**src/rtl/irq_ctrl.sv**
```systemverilog
// Interrupt controller: per-source mask/mode/pending registers, highest-index
// priority, and a request/acknowledge/EOI handshake with the CPU.
module irq_ctrl #(
    parameter int N = 6
) (
    input  logic          clk,
    input  logic          reset,
    input  logic [N-1:0]  irq_in,
    input  logic [1:0]    addr,
    input  logic          we,
    input  logic [31:0]   wdata,
    output logic [31:0]   rdata,
    input  logic          int_ack,
    output logic [N-1:0]  hwint
);

    localparam int IW = 3;

    typedef enum logic [1:0] {
        IDLE,
        ASSERT,
        SERVICE
    } state_t;

    state_t          state_q;
    state_t          state_d;
    logic [IW-1:0]   id_q;
    logic [IW-1:0]   id_d;
    logic [N-1:0]    hwint_q;
    logic [N-1:0]    hwint_d;

    logic [N-1:0]    mask_q;
    logic [N-1:0]    mode_q;
    logic [N-1:0]    epend_q;
    logic [N-1:0]    smp_q;
    logic [N-1:0]    prv_q;
    logic            primed_q;

    logic [N-1:0]    pend;
    logic [N-1:0]    elig;
    logic [N-1:0]    rise;
    logic [N-1:0]    w1c;
    logic [N-1:0]    ack_clr;
    logic [N-1:0]    cur_oh;
    logic [IW-1:0]   win;
    logic            any_elig;
    logic            id_elig;
    logic            mask_we;
    logic            mode_we;
    logic            eoi;
    logic            unused;

    function automatic logic [N-1:0] onehot(input logic [IW-1:0] id);
        logic [N-1:0] oh;
        oh = '0;
        for (int i = 0; i < N; i++) begin
            if (IW'(i) == id) begin
                oh[i] = 1'b1;
            end
        end
        return oh;
    endfunction

    assign unused   = ^wdata[31:N];

    assign mask_we  = we && (addr == 2'd0);
    assign mode_we  = we && (addr == 2'd2);
    assign eoi      = we && (addr == 2'd3);
    assign w1c      = (we && (addr == 2'd1)) ? wdata[N-1:0] : '0;

    // Level sources mirror the sample; edge sources use the sticky bit.
    assign pend     = (mode_q & epend_q) | (~mode_q & smp_q);
    assign elig     = pend & mask_q;
    assign any_elig = |elig;
    assign rise     = smp_q & ~prv_q;

    assign cur_oh   = onehot(id_q);
    assign id_elig  = |(elig & cur_oh);

    always_comb begin
        win = '0;
        for (int i = 0; i < N; i++) begin
            if (elig[i]) begin
                win = IW'(i);
            end
        end
    end

    always_comb begin
        state_d = state_q;
        id_d    = id_q;
        hwint_d = hwint_q;
        ack_clr = '0;
        unique case (state_q)
            IDLE: begin
                hwint_d = '0;
                if (any_elig) begin
                    state_d = ASSERT;
                    id_d    = win;
                    hwint_d = onehot(win);
                end
            end
            ASSERT: begin
                if (int_ack) begin
                    state_d = SERVICE;
                    hwint_d = '0;
                    ack_clr = cur_oh & mode_q;
                end else if (!id_elig) begin
                    state_d = IDLE;
                    hwint_d = '0;
                end
            end
            SERVICE: begin
                hwint_d = '0;
                if (eoi) begin
                    state_d = IDLE;
                end
            end
            default: begin
                state_d = IDLE;
                hwint_d = '0;
            end
        endcase
    end

    always_ff @(posedge clk or negedge reset) begin
        if (!reset) begin
            state_q <= IDLE;
            id_q    <= '0;
            hwint_q <= '0;
        end else begin
            state_q <= state_d;
            id_q    <= id_d;
            hwint_q <= hwint_d;
        end
    end

    // First sample after reset also seeds prv so a line already high
    // at release is not seen as a rising edge.
    always_ff @(posedge clk or negedge reset) begin
        if (!reset) begin
            smp_q    <= '0;
            prv_q    <= '0;
            primed_q <= 1'b0;
        end else begin
            smp_q    <= irq_in;
            prv_q    <= primed_q ? smp_q : irq_in;
            primed_q <= 1'b1;
        end
    end

    // Set is OR-ed in after the clears so a simultaneous set wins.
    always_ff @(posedge clk or negedge reset) begin
        if (!reset) begin
            epend_q <= '0;
        end else begin
            epend_q <= mode_q & ((epend_q & ~w1c & ~ack_clr) | rise);
        end
    end

    always_ff @(posedge clk or negedge reset) begin
        if (!reset) begin
            mask_q <= '0;
            mode_q <= '0;
        end else begin
            if (mask_we) begin
                mask_q <= wdata[N-1:0];
            end
            if (mode_we) begin
                mode_q <= wdata[N-1:0];
            end
        end
    end

    always_comb begin
        rdata = '0;
        unique case (addr)
            2'd0: rdata[N-1:0] = mask_q;
            2'd1: rdata[N-1:0] = pend;
            2'd2: rdata[N-1:0] = mode_q;
            2'd3: begin
                rdata[8]      = (state_q == SERVICE);
                rdata[IW-1:0] = (state_q != IDLE) ? id_q : '0;
            end
            default: rdata = '0;
        endcase
    end

    assign hwint = hwint_q;

endmodule

```
**config.mk**
```make
export PLATFORM = sky130hd
export DESIGN_NAME = irq_ctrl
export DESIGN_NICKNAME = d
export VERILOG_FILES = /design/src/rtl/irq_ctrl.sv
export SDC_FILE = /design/constraint.sdc
export NUM_CORES = 1
export LEC_CHECK = 0
export ABC_AREA = 1
export CAP_MARGIN = 20
export CORE_MARGIN = 10
export CORE_UTILIZATION = 48
export DETAILED_ROUTE_END_ITERATION = 6
export MAX_ROUTING_LAYER = met4
export PLACE_DENSITY = 0.88
export SYNTH_ARGS = -nofsm -noshare
export SYNTH_HDL_FRONTEND = slang
export SYNTH_SLANG_ARGS = --single-unit
export TNS_END_PERCENT = 10
```
**constraint.sdc**
```tcl
create_clock -name clk -period 3.8 [get_ports clk]
set_clock_uncertainty 0.1 [all_clocks]
set_input_delay 0.38 -clock clk [delete_from_list [all_inputs] [get_ports clk]]
set_output_delay 0.38 -clock clk [all_outputs]
set_load 0.03 [all_outputs]
```
* Word level (Yosys, flattened, before mapping)
Index checks and enable logic that the tools add are counted.
Storage, ports and cells: flip-flop bits (word level) 42, bits in latches 0, memory bits (writable) 0, ROM bits 0, bits of input ports 44, output and inout port bits 38, word-level logic and storage cells 89, memories 0
Cells by class: add/sub/neg operators 0, multiply operators 0, divide/modulo/power cells 0, $lt $le $gt $ge 0, equality and inequality tests 18, shifts and indexed selects 0, mux-type cells 34, bitwise logic cells 15, reduce and logical (&&, ||, !) cells 13
Operators with widths (number):
- 6-bit bitwise AND | 9
- 6-bit two-way mux | 7
- 6-bit inverter | 4
- 3-bit two-way mux | 5
- 1-bit two-way mux | 14
- 2-bit by 3-bit equality test with 1-bit output, first input constant | 4
- 3-bit equality test, first input constant | 4
- 6-bit OR | 2
- 3-bit one-hot mux with 4 select lines | 1
- 6-bit one-hot mux with 2 select lines | 1
- 6-bit OR reduction | 2
- 3-bit one-hot mux with 3 select lines | 1
- 2-bit two-way mux | 4
- 1-bit by 3-bit equality test with 1-bit output, first input constant | 2
- 2-bit equality test, second input constant | 3
- 3-bit zero test | 2
- 2-bit one-hot mux with 3 select lines | 1
- 2-bit by 1-bit equality test with 1-bit output, second input constant | 2
- 1-bit logical AND | 4
- 2-bit zero test | 2
- 2-bit != test, second input constant | 2
- 3-bit != test, second input constant | 1
- 3-bit AND reduction | 1
- 2-bit AND reduction | 1
- 2-bit nonzero test | 1

* Longest topological paths before layout
depth after elaboration 13, mapped depth 11, mapped depth without buffers 11

* Least setup slack after synthesis
No wires, ideal clock.
path type input to output, start point input port addr[1], end point output port rdata[1], arrival time 1368 ps, required time 3320 ps, path slack 1952 ps, cell stages on the path 3, buffers on the path 0, cell sequence nor2_1 > inv_1 > o21ai_0
Between the ends: longest elaborated chain between the ends 2, elaborated cells on any way between the ends 5, those cells by class 3 x eq/ne; 1 x mux; 1 x reduce/logical
RTL lines:
- from (decl) | line 9 | input logic [1:0] addr,
- 2-bit equality test (tied with other cells) | line 177 | unique case (addr)
- 3-bit one-hot mux with 4 select lines (*) | line 177
- to (decl) | line 12 | output logic [31:0] rdata,
Mark *: on every way between the ends. The rest lies on a longest branch, timed or not.

* Final worst setup path
Same ends and word-level chain as after synthesis.

==> results by group <==
Run status
  • Status: finished, final reports clean

Global route
  • Initial antenna violation count: 0
  • Number of global-route vias before repair: 1799
  • First-pass GRT wire length: 7.96 mm
  • Gr usage total: 0.134
  • Grt ovf: 0
  • Largest net degree at the start of global routing: 43

Cells and area
  • Final #Nets: 374
  • Most frequent cells in the layout: nand2_1, dfrtp_1, inv_1
  • Finished Layout Cells: 382
  • Antenna diodes: 0
  • Layout area overhead: 14.8%
  • Commonest non-fill, non-tap cell in the layout: nand2_1
  • Final instance area: 2580 µm²
  • Ratio of cells with drive above 1 in the final layout: 0.0576

Drt
  • Routed wire length: 5.11 mm
  • Post-route ant nets: 0
  • Top sig layer: met4
  • DRT iter0 DRCs: 201
  • Vias/cell: 4.98
  • Met1 Wirelength: 2.06 mm
  • 1st-pass router iterations: 4
  • Wire per inst: 13.4 µm
  • Met3 Routed Length: 487 µm
  • Met2 wire len: 2.48 mm
  • Via count: 1903
  • DRC errors left: 0

Synth
  • Syn avg cell area: 7.56 µm²
  • Post-synth cell types: 25
  • Post-synth top flop: dfrtp_1
  • Register bit total from synthesis: 42
  • Post-synth ARST share: 1.00
  • Synth Warn #: 0
  • Register area share after synthesis: 0.468
  • Post-synth EDFFs: 0
  • Cell count after synthesis: 297
  • Cell Area, Synth: 2250 µm²

Critical path
  • Top delay family on crit path: buffers and inverters
  • Slowest CP cell: clkdlybuf4s50_1
  • CP max FO: 5
  • WP data required: 3.32 ns
  • Crit path kind: input port to output port
  • CP startpoint kind: input port
  • Slowest stage delay, CP: 0.71 ns
  • Buf/Inv on CP: 3
  • Crit. End Element: output port
  • WP data arrival: 2.33 ns
  • Crit path top cell by count: clkdlybuf4s50_1
  • CP Cell Sequence: clkdlybuf4s50_1, nor2_1, inv_1, o21ai_0, clkdlybuf4s50_1

Floorplanning
  • CORE AREA: 4440 µm²
  • Row cnt: 24
  • Die Y: 88.4 µm
  • # IOs: 82
  • Die X: 88.4 µm
  • Starting Density: 0.505
  • Die area: 7810 µm²

STA
  • Fmax: 356 MHz
  • Setup-failing EPs final: 0
  • Setup tns final: 0 ns
  • Period utilization: 0.738
  • Slew @ Worst Pin: 0.897 ns
  • Hold slack: 0.0889 ns
  • Period minus WS final: 2.81 ns
  • Final Slew Violations: 0
  • Slew headroom: 0.402
  • RSZ-0062 raised after global routing: false
  • Final Hold Viols: 0
  • Final setup margin: 0.994 ns

Clock network
  • Root Buffer: clkbuf_8
  • Clock slew at reported path FFs: 0.08 ns
  • Hold_buf cts: 0
  • CTS tree: done
  • Number of post-CTS setup repair buffers: 0
  • CTS max path bufs: 2
  • CTS Buf Count: 5
  • Clock sinks: 42
  • Number of H-tree levels: 2
  • Skew-Pair Late Insertion Delay: 0.30 ns
  • Post-CTS Resized: 0

Placed design
  • Pre-CTS setup slack: 1.01 ns
  • Final HPWL DP: 3.96 mm
  • Post-DP Area: 2490 µm²
  • Input/output buffers: 30
  • Gp weighted congestion: 0.927
  • Inst Count DP: 375

Power and ir drop
  • PwrDens: 509 nW/µm²
  • Static Leakage: 1.33 nW
  • Peak VDD IR: 0.000227 V

Flow run
  • Max-cap violations: 0

Worst hold path
  • Hold/Removal Path Class: input port to async pin
-- report_power, final --
group | internal, W | switching (W)
sequential | 0.000517 | 0.0000691
clock | 0.000125 | 0.000154
combinational | 0.000143 | 0.000302
-- cells by family after synthesis --
logic type,synth area share
AND/OR/NAND/NOR,0.263
flip-flops,0.468
AO/OA/AOI/OAI,0.109
other,0.00334
buffers and inverters,0.157
-- layout make-up --
| cell class | count | area [µm²] |
|---|---|---|
| fillers | 435 | 1870 |
| flip-flops and latches | 42 | 1050 |
| multi-input cells | 211 | 933 |
| repair buffers | 30 | 295 |
| inverters | 40 | 150 |
| clock buffers | 5 | 68.8 |
| well taps | 52 | 65.1 |
| clock inverters | 2 | 15.0 |
-- routing by layer --
| metal | global-route usage | vias to the layer above |
|---|---|---|
| li1 | - | 949 |
| met1 | 0.148 | 861 |
| met2 | 0.224 | 84 |
| met3 | 0.0368 | 9 |
| met4 | 0.0543 | 0 |
| met5 | - | - |
-- state kept, by name, indices dropped and copies added, names as in the netlist --
name	flops
id_q	3
epend_q	6
primed_q	1
smp_q	6
mode_q	6
mask_q	6
state_q	2
prv_q	6
hwint	6
-- final timing paths --
kind / startpoint / cells past startpoint / end / slack [ns]
min in group clk: hwint[5] / 2 / hwint[5] / 0.40
max reg2reg: state_q[0] / 5 / hwint[0] / 2.24
max: addr[1] / 5 / rdata[1] / 0.99
min: reset / 1 / mask_q[4] / 0.09
min reg2reg: hwint[5] / 2 / hwint[5] / 0.40
max in group asynchronous: reset / 1 / mode_q[3] / 2.93
-- through the flow --
stage	util	power, W
after floorplan	-	0.000902
after global placement	0.561	0.00102
after global routing	0.580	0.00139
final	0.580	0.00131
after CTS	0.580	0.00131
after detailed placement	0.561	0.00103
-- cells in the mapped netlist (3+ instances only) --
cell type / n / share of area
nor2_2: 3 / 0.0084
nand2_1: 80 / 0.13
inv_2: 3 / 0.0050
buf_4: 25 / 0.084
inv_1: 37 / 0.062
nand3_1: 16 / 0.036
a21oi_1: 14 / 0.031
nor3_1: 5 / 0.011
o21ai_0: 23 / 0.051
dfrtp_1: 42 / 0.47
nor2_1: 29 / 0.048
Note: power is estimated with default switching activity, not from simulation.
